File: config.mk
export PLATFORM = sky130hd
export DESIGN_NAME = uart_tx_cfg_flat
export DESIGN_NICKNAME = d
export VERILOG_FILES = /design/src/rtl/uart_tx_cfg_if.sv /design/src/rtl/uart_tx_cfg.sv /design/src/flat_wrapper.sv
export SDC_FILE = /design/constraint.sdc
export NUM_CORES = 1
export LEC_CHECK = 0
export ABC_CLOCK_PERIOD_IN_PS = 2900
export CAP_MARGIN = 20
export CORE_ASPECT_RATIO = 1.25
export CORE_MARGIN = 4
export CORE_UTILIZATION = 55
export DETAILED_ROUTE_END_ITERATION = 7
export GPL_ROUTABILITY_DRIVEN = 0
export PLACE_DENSITY = 0.88
export SYNTH_ARGS = -nofsm -noshare
export SYNTH_HDL_FRONTEND = slang
export SYNTH_SLANG_ARGS = --single-unit
File: constraint.sdc
create_clock -name clk_i -period 2.9 [get_ports clk_i]
set_input_delay 0.725 -clock clk_i [delete_from_list [all_inputs] [get_ports clk_i]]
set_output_delay 0.725 -clock clk_i [all_outputs]
set_load 0.01 [all_outputs]
File: src/rtl/uart_tx_cfg_if.sv
// Byte push handshake between the UDM command/response logic and the configurable UART transmitter.
interface uart_tx_cfg_if;
  logic [7:0] din_bi;
  logic       din_valid_i;
  logic       din_ready_o;

  modport master (
    output din_bi,
    output din_valid_i,
    input  din_ready_o
  );

  modport slave (
    input  din_bi,
    input  din_valid_i,
    output din_ready_o
  );
endinterface

File: src/rtl/uart_tx_cfg.sv
// UART transmitter with input FIFO, 5-8 data bits, none/even/odd parity and 1 or 2 stop bits.
// Frames queued in the FIFO are sent back to back with no idle gap.
module uart_tx_cfg #(
  parameter int unsigned FIFO_DEPTH  = 4,
  parameter int unsigned BITPERIOD_W = 29
) (
  input  logic                   clk_i,
  input  logic                   rstn_i,
  input  logic                   locked_i,
  input  logic [BITPERIOD_W-1:0] bitperiod_i,
  input  logic [1:0]             nbits_i,
  input  logic [1:0]             parity_i,
  input  logic                   stop2_i,
  uart_tx_cfg_if.slave           din_if,
  output logic                   fifo_empty_o,
  output logic                   busy_o,
  output logic                   tx_done_tick_o,
  output logic                   tx_o
);

  localparam int unsigned AW = $clog2(FIFO_DEPTH);

  typedef enum logic [2:0] {
    StIdle,
    StStart,
    StData,
    StParity,
    StStop
  } state_e;

  // FIFO storage; the extra pointer bit distinguishes full from empty
  logic [7:0] mem_q [FIFO_DEPTH];
  logic [AW:0] wr_ptr_q, rd_ptr_q;
  logic        full, empty, push, pop;
  logic [7:0]  head;

  assign full  = (wr_ptr_q[AW] != rd_ptr_q[AW]) && (wr_ptr_q[AW-1:0] == rd_ptr_q[AW-1:0]);
  assign empty = (wr_ptr_q == rd_ptr_q);
  assign push  = din_if.din_valid_i && !full;
  assign head  = mem_q[rd_ptr_q[AW-1:0]];

  assign din_if.din_ready_o = ~full;
  assign fifo_empty_o       = empty;

  always_ff @(posedge clk_i or negedge rstn_i) begin
    if (!rstn_i) begin
      wr_ptr_q <= '0;
      rd_ptr_q <= '0;
    end else begin
      if (push) wr_ptr_q <= wr_ptr_q + 1'b1;
      if (pop)  rd_ptr_q <= rd_ptr_q + 1'b1;
    end
  end

  always_ff @(posedge clk_i) begin
    if (push) mem_q[wr_ptr_q[AW-1:0]] <= din_if.din_bi;
  end

  // Transmit datapath state
  state_e                 state_q;
  logic [BITPERIOD_W-1:0] bit_cnt_q;
  logic [2:0]             data_cnt_q;
  logic [2:0]             last_idx_q;
  logic                   stop_cnt_q;
  logic [7:0]             shreg_q;
  logic                   par_en_q, par_bit_q, stop2_q;
  logic                   tx_q, busy_q, tick_q;

  logic       bit_end, frame_end, can_start;
  logic [7:0] data_mask, head_masked;
  logic       head_par, par_en;

  assign bit_end   = (bit_cnt_q == bitperiod_i);
  assign frame_end = (state_q == StStop) && bit_end && (stop_cnt_q == stop2_q);
  assign can_start = !empty && locked_i;
  assign pop       = can_start && ((state_q == StIdle) || frame_end);

  // Unused high bits are cleared so they neither shift out nor affect parity
  always_comb begin
    data_mask   = 8'hFF >> (2'd3 - nbits_i);
    head_masked = head & data_mask;
    head_par    = (^head_masked) ^ (parity_i == 2'b10);
    par_en      = (parity_i == 2'b01) || (parity_i == 2'b10);
  end

  always_ff @(posedge clk_i or negedge rstn_i) begin
    if (!rstn_i) begin
      state_q    <= StIdle;
      bit_cnt_q  <= '0;
      data_cnt_q <= '0;
      last_idx_q <= '0;
      stop_cnt_q <= 1'b0;
      shreg_q    <= '0;
      par_en_q   <= 1'b0;
      par_bit_q  <= 1'b0;
      stop2_q    <= 1'b0;
      tx_q       <= 1'b1;
      busy_q     <= 1'b0;
      tick_q     <= 1'b0;
    end else begin
      tick_q <= 1'b0;
      if (pop) begin
        // Start a frame, either from idle or directly off the last stop clock
        state_q    <= StStart;
        shreg_q    <= head_masked;
        last_idx_q <= {1'b1, nbits_i};
        par_en_q   <= par_en;
        par_bit_q  <= head_par;
        stop2_q    <= stop2_i;
        bit_cnt_q  <= '0;
        data_cnt_q <= '0;
        stop_cnt_q <= 1'b0;
        tx_q       <= 1'b0;
        busy_q     <= 1'b1;
        if (state_q == StStop) tick_q <= 1'b1;
      end else begin
        if (state_q != StIdle) begin
          bit_cnt_q <= bit_end ? '0 : bit_cnt_q + 1'b1;
        end
        unique case (state_q)
          StIdle: begin
            bit_cnt_q <= '0;
            tx_q      <= 1'b1;
            busy_q    <= 1'b0;
          end
          StStart: begin
            if (bit_end) begin
              state_q <= StData;
              tx_q    <= shreg_q[0];
            end
          end
          StData: begin
            if (bit_end) begin
              if (data_cnt_q == last_idx_q) begin
                if (par_en_q) begin
                  state_q <= StParity;
                  tx_q    <= par_bit_q;
                end else begin
                  state_q <= StStop;
                  tx_q    <= 1'b1;
                end
              end else begin
                data_cnt_q <= data_cnt_q + 1'b1;
                shreg_q    <= shreg_q >> 1;
                tx_q       <= shreg_q[1];
              end
            end
          end
          StParity: begin
            if (bit_end) begin
              state_q <= StStop;
              tx_q    <= 1'b1;
            end
          end
          StStop: begin
            if (bit_end) begin
              if (stop_cnt_q == stop2_q) begin
                tick_q  <= 1'b1;
                state_q <= StIdle;
                busy_q  <= 1'b0;
              end else begin
                stop_cnt_q <= 1'b1;
              end
            end
          end
          default: state_q <= StIdle;
        endcase
      end
    end
  end

  assign tx_o           = tx_q;
  assign busy_o         = busy_q;
  assign tx_done_tick_o = tick_q;

endmodule

File: src/flat_wrapper.sv
// flat-port wrapper written by rule: the top's interface ports become plain ports
module uart_tx_cfg_flat 
#(
  parameter int unsigned FIFO_DEPTH  = 4,
  parameter int unsigned BITPERIOD_W = 29
)
  (clk_i, rstn_i, locked_i, bitperiod_i, nbits_i, parity_i, stop2_i, fifo_empty_o, busy_o, tx_done_tick_o, tx_o, din_if_din_bi, din_if_din_valid_i, din_if_din_ready_o);
  uart_tx_cfg_if din_if_i ();
  input  logic clk_i;
  input  logic rstn_i;
  input  logic locked_i;
  input  logic [BITPERIOD_W-1:0] bitperiod_i;
  input  logic [1:0] nbits_i;
  input  logic [1:0] parity_i;
  input  logic stop2_i;
  output logic fifo_empty_o;
  output logic busy_o;
  output logic tx_done_tick_o;
  output logic tx_o;
  input wire logic [$bits(din_if_i.din_bi)-1:0] din_if_din_bi;
  input wire logic [$bits(din_if_i.din_valid_i)-1:0] din_if_din_valid_i;
  output wire logic [$bits(din_if_i.din_ready_o)-1:0] din_if_din_ready_o;
  assign din_if_i.din_bi = din_if_din_bi;
  assign din_if_i.din_valid_i = din_if_din_valid_i;
  assign din_if_din_ready_o = din_if_i.din_ready_o;
  uart_tx_cfg #(.FIFO_DEPTH(FIFO_DEPTH), .BITPERIOD_W(BITPERIOD_W)) u_core (.clk_i(clk_i), .rstn_i(rstn_i), .locked_i(locked_i), .bitperiod_i(bitperiod_i), .nbits_i(nbits_i), .parity_i(parity_i), .stop2_i(stop2_i), .din_if(din_if_i), .fifo_empty_o(fifo_empty_o), .busy_o(busy_o), .tx_done_tick_o(tx_done_tick_o), .tx_o(tx_o));
endmodule
==> qor.csv <==
metric;value;unit
syn avg cell area;12.1;µm²
kind of critical path;flop to output pin;
Mapped Area;4510;µm²
CTS H-tree depth;3;
number of global-route vias before repair;3206;
sequential share of the synthesized area;54.1;%
Clk Tree Root Cell;clkbuf_8;
max_cap viols;0;
status;finished clean;
compound-cell area share of the yosys netlist;4.41;%
initial antenna violation count;0;
Final #Nets;492;
Final min period;2710;ps
DR WL/cell;17.0;µm
Synthesized Nets;428;
Worst setup SP type;flop;
Synth async-reset ratio;64.8;%
cts bufs inserted;9;
I/O Pins;51;
warning count from the yosys run;0;
Critical Path AT;1990;ps
drt initial violations;217;
Slew @ Worst Pin;736;ps
CP Max Fanout;9;
Post-DRT Antenna Nets;0;
placed wire-length estimate;6860;µm
gr ovfl total;0;
die span in x;89.0;µm
Power Total;4.16;mW
GRT Total Usage;20.7;%
Main synth FF type;dfrtp_1;
setup tns final;0;ps
first-pass GRT wire length;15300;µm
Syn Inst Count;374;
Reg2Reg Setup Slack;470;ps
core area;7880;µm²
Post-CTS Hold Fix Bufs;0;
height of the die;109;µm
Clk Latency, worst-skew pair;360;ps
Worst Skew;9.13;ps
nature of the critical path endpoint;output pin;
Period Utilization, post-route;93.6;%
CTS tree;built;
Netlist cell types;42;
Clock Path Buffers;2;
leakage power;2.24;nW
cts repair resizes;0;
Peak VDD IR;574;µV
ANT cells;0;
largest family of logic cells by synthesized area;XOR/XNOR gates;
pwr dens;772;nW/µm²
routed wire length;9150;µm
Filler Cell Count;543;
worst hold-check path type;input port to asynchronous set/reset pin;
RSZ-0062 raised after global routing;false;
Starting Density;57.2;%
WP data required;2170;ps
count of final setup violators;0;
layout cells sized above 1;12.4;%
Rows;36;
vias per inst;5.72;
Post-synth EDFFs;32;
mux contribution to synthesized area;8.05;%
drt pass-1 iters;4;
Synth Area in Adders;2.22;%
die area;9720;µm²
Hold Vio Cnt, Final;0;
Layout area overhead;19.5;%
CTS clk-pin slew, worst paths;100;ps
Vias;3077;
headroom to the max-slew limit;50.5;%
Residual DRC;0;
largest net degree at the start of global routing;35;
post-synthesis xor/xnor area fraction;15.0;%
Max Fclk;368;MHz
Synth Register Bits;91;
CTS Sinks;91;
Slew Viols, Final;0;
IO Port Bufs;50;
simple-gate share of the synthesized area;14.1;%
Post-CTS Setup Bufs;0;
[sequential cells by signal, summed over array words and instances, names as in the netlist]
name                   flops
u_core.tx_o                1
u_core.shreg_q             8
u_core.mem_q              32
u_core.wr_ptr_q            3
u_core.rd_ptr_q            3
u_core.last_idx_q          3
u_core.tx_done_tick_o      1
u_core.par_en_q            1
u_core.stop2_q             1
u_core.par_bit_q           1
u_core.bit_cnt_q          29
u_core.data_cnt_q          3
u_core.busy_o              1
u_core.state_q             3
u_core.stop_cnt_q          1
[layout make-up]
| cell class | count | area (µm²) | share of cell area (%) |
|---|---|---|---|
| repair buffers | 65 | 633 | 11.8 |
| inverters | 7 | 26.3 | 0.488 |
| well taps | 95 | 119 | 2.21 |
| clock inverters | 7 | 66.3 | 1.23 |
| flip-flops and latches | 91 | 2440 | 45.3 |
| clock buffers | 9 | 124 | 2.30 |
| multi-input cells | 264 | 1980 | 36.8 |
[through the flow]
step                      cells  hold WS (ps)  setup slack [ps]  instance area [µm²]  utilization (%)
after global routing        538           401              36.1                 5390             68.3
after global placement      522           472              98.7                 5200             65.9
after floorplan             374           429               466                 4510                -
final                       538           361               186                 5390             68.3
after CTS                   538           365               151                 5390             68.3
after detailed placement    522           478              47.5                 5200             65.9
[synthesized netlist by cell type (2+ instances only)]
cell type | count | share of area, %
dfrtp_1 | 58 | 32
xnor2_1 | 43 | 8.4
nor2_1 | 38 | 3.2
edfxtp_1 | 32 | 21
xor2_1 | 30 | 5.8
nand3_1 | 17 | 1.9
nand2_1 | 15 | 1.2
nand4_1 | 15 | 2.1
mux2i_1 | 13 | 2.9
a21oi_1 | 11 | 1.2
nor3_1 | 11 | 1.2
o21ai_0 | 9 | 1.0
and3_1 | 8 | 1.1
ha_1 | 8 | 2.2
inv_1 | 7 | 0.58
mux4_2 | 7 | 3.5
buf_2 | 5 | 0.56
clkbuf_1 | 5 | 0.42
and4_1 | 4 | 0.78
mux2_2 | 4 | 1.0
nand2b_1 | 4 | 0.56
o21ai_1 | 3 | 0.33
or2_2 | 3 | 0.42
buf_6 | 2 | 0.50
mux2_4 | 2 | 0.67
nor4_4 | 2 | 0.94
o211ai_1 | 2 | 0.33
o22ai_1 | 2 | 0.28
[final timing paths]
| path | cells after the start | to | startpoint |
|---|---|---|---|
| worst max-delay path | 4 | fifo_empty_o | u_core.rd_ptr_q[0] |
| worst min-delay path | 1 | u_core.bit_cnt_q[21] | rstn_i |
| worst max register to register | 6 | u_core.par_bit_q | u_core.rd_ptr_q[0] |
| worst min register to register | 2 | u_core.tx_o | u_core.tx_o |
| max in group asynchronous | 2 | u_core.par_bit_q | rstn_i |
| min in group clk_i | 2 | u_core.tx_o | u_core.tx_o |
[report_power, final]
part / internal, mW / total, mW / leakage (nW) / switching (mW)
logic: 0.777 / 1.48 / 1.09 / 0.705
registers: 1.63 / 1.84 / 1.06 / 0.213
clock network: 0.336 / 0.835 / 0.0986 / 0.499
[cells by family after synthesis]
kind of cell / after synthesis
XOR/XNOR: 75
multiplexers: 26
AND/OR/NAND/NOR: 122
flip-flops: 91
AO/OA/AOI/OAI: 33
adder cells (fa/ha/maj): 8
buffers and inverters: 19
[routing by layer]
metal | routed length, µm | share of wire, % | vias to the layer above | track usage [%]
li1 | - | - | 1451 | -
met1 | 3800 | 42 | 1525 | 26.0
met2 | 4720 | 52 | 82 | 35.1
met3 | 424 | 4.6 | 19 | 4.08
met4 | 209 | 2.3 | 0 | 7.98
met5 | 0 | 0 | - | 0
[layout by cell type, fill, tap and decap left out, types with 2 or more instances in the layout]
cell type / netlist / layout
dfrtp_1: 58 / 58
clkdlybuf4s50_1: 0 / 49
xnor2_1: 43 / 43
nor2_1: 38 / 38
edfxtp_1: 32 / 32
xor2_1: 30 / 30
nand3_1: 17 / 17
nand2_1: 15 / 15
nand4_1: 15 / 15
mux2i_1: 13 / 13
buf_4: 0 / 13
nor3_1: 11 / 11
a21oi_1: 11 / 11
clkbuf_8: 0 / 9
and3_1: 8 / 8
o21ai_0: 9 / 8
ha_1: 8 / 8
inv_1: 7 / 7
mux4_2: 7 / 7
and4_1: 4 / 4
nand2b_1: 4 / 4
mux2_2: 4 / 4
or2_2: 3 / 3
o21ai_1: 3 / 3
inv_6: 0 / 3
nor4_4: 2 / 2
o211ai_1: 2 / 2
o22ai_1: 2 / 2
mux2_4: 2 / 2
inv_8: 0 / 2
clkinv_4: 0 / 2
buf_12: 0 / 2
[critical path, cell delays in order, from the launching register on]
cell	delay (ps)
dfrtp_1	670
xnor2_1	200
nand2_1	100
nor2_1	110
clkdlybuf4s50_1	550
No activity file was read; power rests on OpenSTA's default activity.
